**src/rtl/mul_flag_unit.sv**
```systemverilog
// Iterative shift-add multiplier for MUL/MLA with CPSR flag-write outputs.
// Fixed WIDTH-cycle latency; busy stalls the pipeline while a multiply is in flight.
module mul_flag_unit #(
  parameter int WIDTH = 32
) (
  input  logic             clk,
  input  logic             reset,
  input  logic             start,
  input  logic             CondEx,
  input  logic             Accumulate,
  input  logic             S,
  input  logic [WIDTH-1:0] Src_A,
  input  logic [WIDTH-1:0] Src_B,
  input  logic [WIDTH-1:0] Src_Acc,
  output logic             busy,
  output logic             done,
  output logic [WIDTH-1:0] Result,
  output logic [3:0]       ALUFlags,
  output logic [1:0]       FlagWrite
);

  localparam int CW = $clog2(WIDTH + 1);
  localparam logic [CW-1:0] LAST = CW'(WIDTH - 1);

  typedef enum logic [1:0] {
    IDLE,
    RUN,
    DONE
  } state_t;

  state_t           state;
  logic [WIDTH-1:0] mcand;
  logic [WIDTH-1:0] mplier;
  logic [WIDTH-1:0] acc;
  logic [WIDTH-1:0] acc_next;
  logic [CW-1:0]    counter;
  logic             s_q;
  logic             acc_start;

  always_comb begin
    acc_start = start & CondEx;
    acc_next  = mplier[0] ? acc + mcand : acc;
  end

  always_ff @(posedge clk) begin
    if (reset) begin
      state   <= IDLE;
      mcand   <= '0;
      mplier  <= '0;
      acc     <= '0;
      counter <= '0;
      s_q     <= 1'b0;
      Result  <= '0;
      busy    <= 1'b0;
      done    <= 1'b0;
    end else begin
      case (state)
        // DONE accepts a new start exactly like IDLE, giving back-to-back issue.
        IDLE, DONE: begin
          done <= 1'b0;
          if (acc_start) begin
            mcand   <= Src_A;
            mplier  <= Src_B;
            acc     <= Accumulate ? Src_Acc : '0;
            s_q     <= S;
            counter <= '0;
            state   <= RUN;
            busy    <= 1'b1;
          end else begin
            state <= IDLE;
            busy  <= 1'b0;
          end
        end
        RUN: begin
          acc     <= acc_next;
          mcand   <= mcand << 1;
          mplier  <= mplier >> 1;
          counter <= counter + CW'(1);
          if (counter == LAST) begin
            Result <= acc_next;
            state  <= DONE;
            busy   <= 1'b0;
            done   <= 1'b1;
          end
        end
        default: begin
          state <= IDLE;
          busy  <= 1'b0;
          done  <= 1'b0;
        end
      endcase
    end
  end

  // C and V are never written by a multiply, so they stay zero.
  always_comb begin
    ALUFlags  = 4'b0000;
    FlagWrite = 2'b00;
    if (done) begin
      ALUFlags  = {2'b00, Result[WIDTH-1], (Result == '0)};
      FlagWrite = {1'b0, s_q};
    end
  end

endmodule
```
**config.mk**
```make
export PLATFORM = sky130hd
export DESIGN_NAME = mul_flag_unit
export DESIGN_NICKNAME = d
export VERILOG_FILES = /design/src/rtl/mul_flag_unit.sv
export SDC_FILE = /design/constraint.sdc
export NUM_CORES = 1
export LEC_CHECK = 0
export CAP_MARGIN = 10
export CORE_MARGIN = 2
export CORE_UTILIZATION = 30
export DETAILED_ROUTE_END_ITERATION = 8
export GPL_TIMING_DRIVEN = 0
export PLACE_DENSITY = 0.58
export SLEW_MARGIN = 25
export SYNTH_ARGS = -nofsm -noshare
export SYNTH_HDL_FRONTEND = slang
export SYNTH_SLANG_ARGS = --single-unit
```
**constraint.sdc**
```tcl
create_clock -name clk -period 2.8 [get_ports clk]
set_input_delay 0.56 -clock clk [delete_from_list [all_inputs] [get_ports clk]]
set_output_delay 0.56 -clock clk [all_outputs]
set_load 0.03 [all_outputs]
```
**Yosys cells after proc, flatten, opt, wreduce, memory -nomap -nowiden**

Cells that the tools add are included.

- Add/sub/neg operators: 2
- Multiply operators: 0
- Divide/modulo/power cells: 0
- Order comparisons: 0
- Eq/ne operators: 5
- Shift operators: 0
- Mux-type cells: 18
- Bitwise gates (word level): 2
- Reductions and logical operators: 8

Operator list:

| operator | number |
|---|---|
| one-hot mux 32 bit (2 select lines) | 3 |
| two-way mux 32 bit | 5 |
| adder 32 bit | 1 |
| logical NOT 32 bit | 1 |
| one-hot mux 6 bit (2 select lines) | 1 |
| adder 6 x 1 -> 6 bit, second input constant | 1 |
| equality test 6 x 5 -> 1 bit, second input constant | 1 |
| two-way mux 6 bit | 1 |
| AND reduction 2 bit | 3 |
| two-way mux 1 bit | 4 |
| two-way mux 2 bit | 2 |
| inequality test 2 bit, second input constant | 2 |
| one-hot mux 2 bit (2 select lines) | 1 |
| OR reduction 2 bit | 2 |
| equality test 2 x 1 -> 1 bit, second input constant | 1 |
| equality test 2 bit, second input constant | 1 |
| logical NOT 2 bit | 1 |
| one-hot mux 1 bit (2 select lines) | 1 |
| nonzero test 2 bit | 1 |
| AND 1 bit | 1 |
| inverter 1 bit | 1 |

- Register bits after elaboration: 139
- Latch bits: 0
- RAM bits: 0
- Bits in read-only memories: 0
- Input bits: 102
- Memories kept: 0

**Depth between registers and ports, before layout**

- Word-level depth: 4
- Mapped depth: 10
- Depth with buffers taken out: 10

**Worst setup path before layout**

Ideal clock, no wire load.

- Path type: register to register
- Start: register mcand[0]
- End: register Result[28]
- Data arrival time: 2,650 ps
- Required time: 2,697 ps
- Setup slack: 47 ps
- Stages on the path, launching flop included: 11
- Cells stage by stage: dfxtp_1 ha_1 fa_1 a21o_2 a221oi_2 o211ai_2 a21oi_2 a311oi_4 a211oi_2 xor2_1 a2111oi_2

- Longest elaborated chain between the ends: 2

Ends and longest elaborated chain:

| item | RTL line | text |
|---|---|---|
| start: declaration | 32 | `logic [WIDTH-1:0] mcand;` |
| start signal: assignment | 62 | `mcand <= Src_A;` |
| start signal: assignment | 76 | `mcand <= mcand << 1;` |
| adder 32 bit | 42 | `acc_next = mplier[0] ? acc + mcand : acc;` |
| two-way mux 32 bit | 42 |  |
| end signal: assignment | 80 | `Result <= acc_next;` |
| end: declaration | 17 | `output logic [WIDTH-1:0] Result,` |

No other way between the ends.
A chain may end at the register's enable or synchronous reset.

**Worst setup path after layout**

Same ends and word-level chain as after synthesis.

==> impl_metrics.csv <==
group,metric,value,unit
grt,grt_pass1_vias,7261,
cts,cts_buffer_depth,2,
pwr,fin_total_pwr,5.10,mW
min_path,min_path_type,"flip-flop to flip-flop",
cells_and_area,layout.nets,1187,
detailed_routing,ant_nets,0,
flow_run,maxCapViolCount,0,
pwr,pwr-share-comb,0.167,
detailed_routing,drt_iter0_drc,572,
cts,clockRootBuffer,"clkbuf_16",
yosys,syn-cell-area,7270,µm²
cells_and_area,mostFrequentLayoutCell,"nor2_1",
worst_setup_path,startpoint_type,"flip-flop",
pwr,power.density,519,nW/µm²
pwr,p_leak,3.72,nW
worst_setup_path,crit_path_max_fanout,4,
sta,clock_skew,0.0120,ns
detailed_routing,vias_per_cell,5.42,
worst_setup_path,ff2ff_setup_slack,-0.04,ns
placement,gp_congestion,0.874,
placement,io_buffers,137,
sta,slew-limit-headroom,0.466,
cts,clock-sinks,138,
placement,dp_hpwl,19600,µm
worst_setup_path,worst-endpoint-arrival,3.18,ns
detailed_routing,route.detailed.drc,0,
yosys,seq_area_frac_synth,0.380,
run_status,violations,"negative setup slack",
worst_setup_path,worst-setup-path-type,"flip-flop to flip-flop",
die,chipWidth,160,µm
placement,placed_area,9050,µm²
die,floorplan.initialDensity,0.308,
pwr,power.share.clock,0.410,
yosys,synthCells,888,
sta,fmax,352,MHz
cells_and_area,layout_common_cells,"nor2_1 (157), dfxtp_1 (136), clkdlybuf4s50_1 (136)",
grt,grt_antenna_before_repair,0,
cells_and_area,drive_gt1_frac,0.0939,
cts,htree_num_levels,4,
yosys,synth_top_flop_cell,"dfxtp_1",
cells_and_area,final_area,9830,µm²
grt,grt.overflow.total,0,
cts,cts_inserted_buffers,17,
sta,worst_pin_slew,0.800,ns
yosys,synth_enable_flop_cells,0,
pwr,p_sw,1.50,mW
sta,final_max_slew_viol_count,0,
sta,setup_viol,1,
cts,clk_latency,0.44,ns
die,die_y,160,µm
cells_and_area,fin_util,0.416,
sta,setup_slack,-0.0374,ns
worst_setup_path,end_kind,"flip-flop",
sta,post-route-min-period,2.84,ns
cells_and_area,antenna_cells,0,
grt,grt_max_degree,17,
cts,cts_tree,"yes",
detailed_routing,first_pass_iters,5,
sta,tns,-0.0374,ns
detailed_routing,routed_wl,26500,µm
pwr,swShare,0.295,
cells_and_area,synthToLayoutAreaGrowth,35.2,%
yosys,synthArstFlopShare,0,
worst_setup_path,critPathRequiredTime,3.14,ns
yosys,avgSynthCellArea,8.19,µm²
die,ios,142,
die,fp.dieArea,25500,µm²
placement,dp_cells,1346,
detailed_routing,vias,7496,
grt,grt_pass1_wl,40700,µm
sta,fin_crit_sh,1.01,
cells_and_area,layoutNonFillerInstCount,1384,
cts,cts.clk_slew.worst_paths,0.06,ns
die,fp-row-count,56,
pwr,power.internal,3.60,mW
pwr,peakVddDrop,0.367,mV
die,core_area,23600,µm²
yosys,ys_warn_count,0,
grt,grt_usage,0.205,
detailed_routing,wl_per_cell,19.2,µm
pwr,p_seq_frac,0.423,
yosys,yosysUniqueCellTypes,68,
run_status,outcome,"finished with violations",
sta,rsz0062_at_grt,"yes",
yosys,ys_ff_latch,138,
sta,finalHoldViolCount,0,
-- flip-flops by register name, indices dropped and copies added, names as in the netlist --
register,cells
counter,6
acc,32
busy,1
s_q,1
done,1
Result,32
state,1
mcand,32
mplier,32
-- metal layers --
metal,wire (µm),track usage,vias up,share of wire
met2,12100,0.324,303,0.46
met1,11600,0.268,3545,0.44
met3,2070,0.0494,49,0.078
met4,773,0.0868,0,0.029
li1,-,-,3599,-
met5,0,0,-,0
-- cells in the mapped netlist (all sizes together), types with 9 or more instances --
cell / count / area share
dfxtp: 138 / 0.38
o221ai: 54 / 0.065
nor2: 159 / 0.082
buf: 11 / 0.0074
a21oi: 86 / 0.060
nand2: 75 / 0.039
xor2: 10 / 0.012
clkbuf: 54 / 0.028
ha: 32 / 0.055
o21ai: 36 / 0.025
a222oi: 14 / 0.019
nand3: 15 / 0.010
xnor2: 21 / 0.025
mux2: 12 / 0.019
nor3: 16 / 0.011
a21o: 17 / 0.018
a31oi: 9 / 0.0077
a22oi: 26 / 0.027
and3: 9 / 0.0081
-- final cells by class --
cell class	instances	area [µm²]
fill	2447	13800
multi-input combinational	678	4410
sequential	138	2770
timing repair buffer	145	1430
clock buffer	19	443
tap	319	399
buffer	63	251
clock inverter	13	97.6
inverter	9	33.8
-- through the flow --
stage	hold WS, ns	setup slack [ns]
floorplan	0.432	0.0467
global placement	0.444	-0.393
detailed placement	0.445	-0.361
CTS	0.455	-0.00110
global route	0.480	-0.175
finish	0.453	-0.0374
-- worst max-delay path, cell delays in order (launching register included) --
cell	delay, ns
dfxtp_4	0.36
ha_4	0.16
fa_2	0.35
a21o_4	0.23
a221oi_4	0.29
o211ai_2	0.20
a21oi_4	0.26
a311oi_4	0.17
a211oi_2	0.24
xor2_1	0.12
a2111oi_2	0.35
-- timing repair --
action / 4_1_cts / 5_1_grt
pin swaps: 7 / 14
setup buffers: 4 / 4
hold buffers: 0 / 0
endpoints found under the hold margin: 0 / 0
resized for setup: 18 / 25
setup endpoints to repair: 22 / 30
-- power groups by stage --
| stage | combinational, mW | clock, mW | sequential [mW] |
|---|---|---|---|
| 2_1_floorplan | 0.504 | 0 | 2.17 |
| 3_3_place_gp | 0.821 | 0 | 2.20 |
| 3_5_place_dp | 0.823 | 0 | 2.20 |
| 4_1_cts | 0.835 | 2.12 | 2.16 |
| 5_1_grt | 0.931 | 2.22 | 2.17 |
| 6_report | 0.851 | 2.09 | 2.16 |
-- cell families after synthesis --
logic type	synth area share
buf+inv	0.0401
other cells	0.000516
fa+ha+maj	0.0578
xor+xnor	0.0373
compound gates	0.275
flops	0.380
mux	0.0227
simple gates	0.187
-- final timing paths --
check / startpoint / end / cells past startpoint
worst max-delay path: mcand[0] / Result[28] / 10
worst min register to register: s_q / s_q / 2
worst min-delay path: s_q / s_q / 2
worst max register to register: mcand[0] / Result[28] / 10
(Power assumes the default switching activity.)
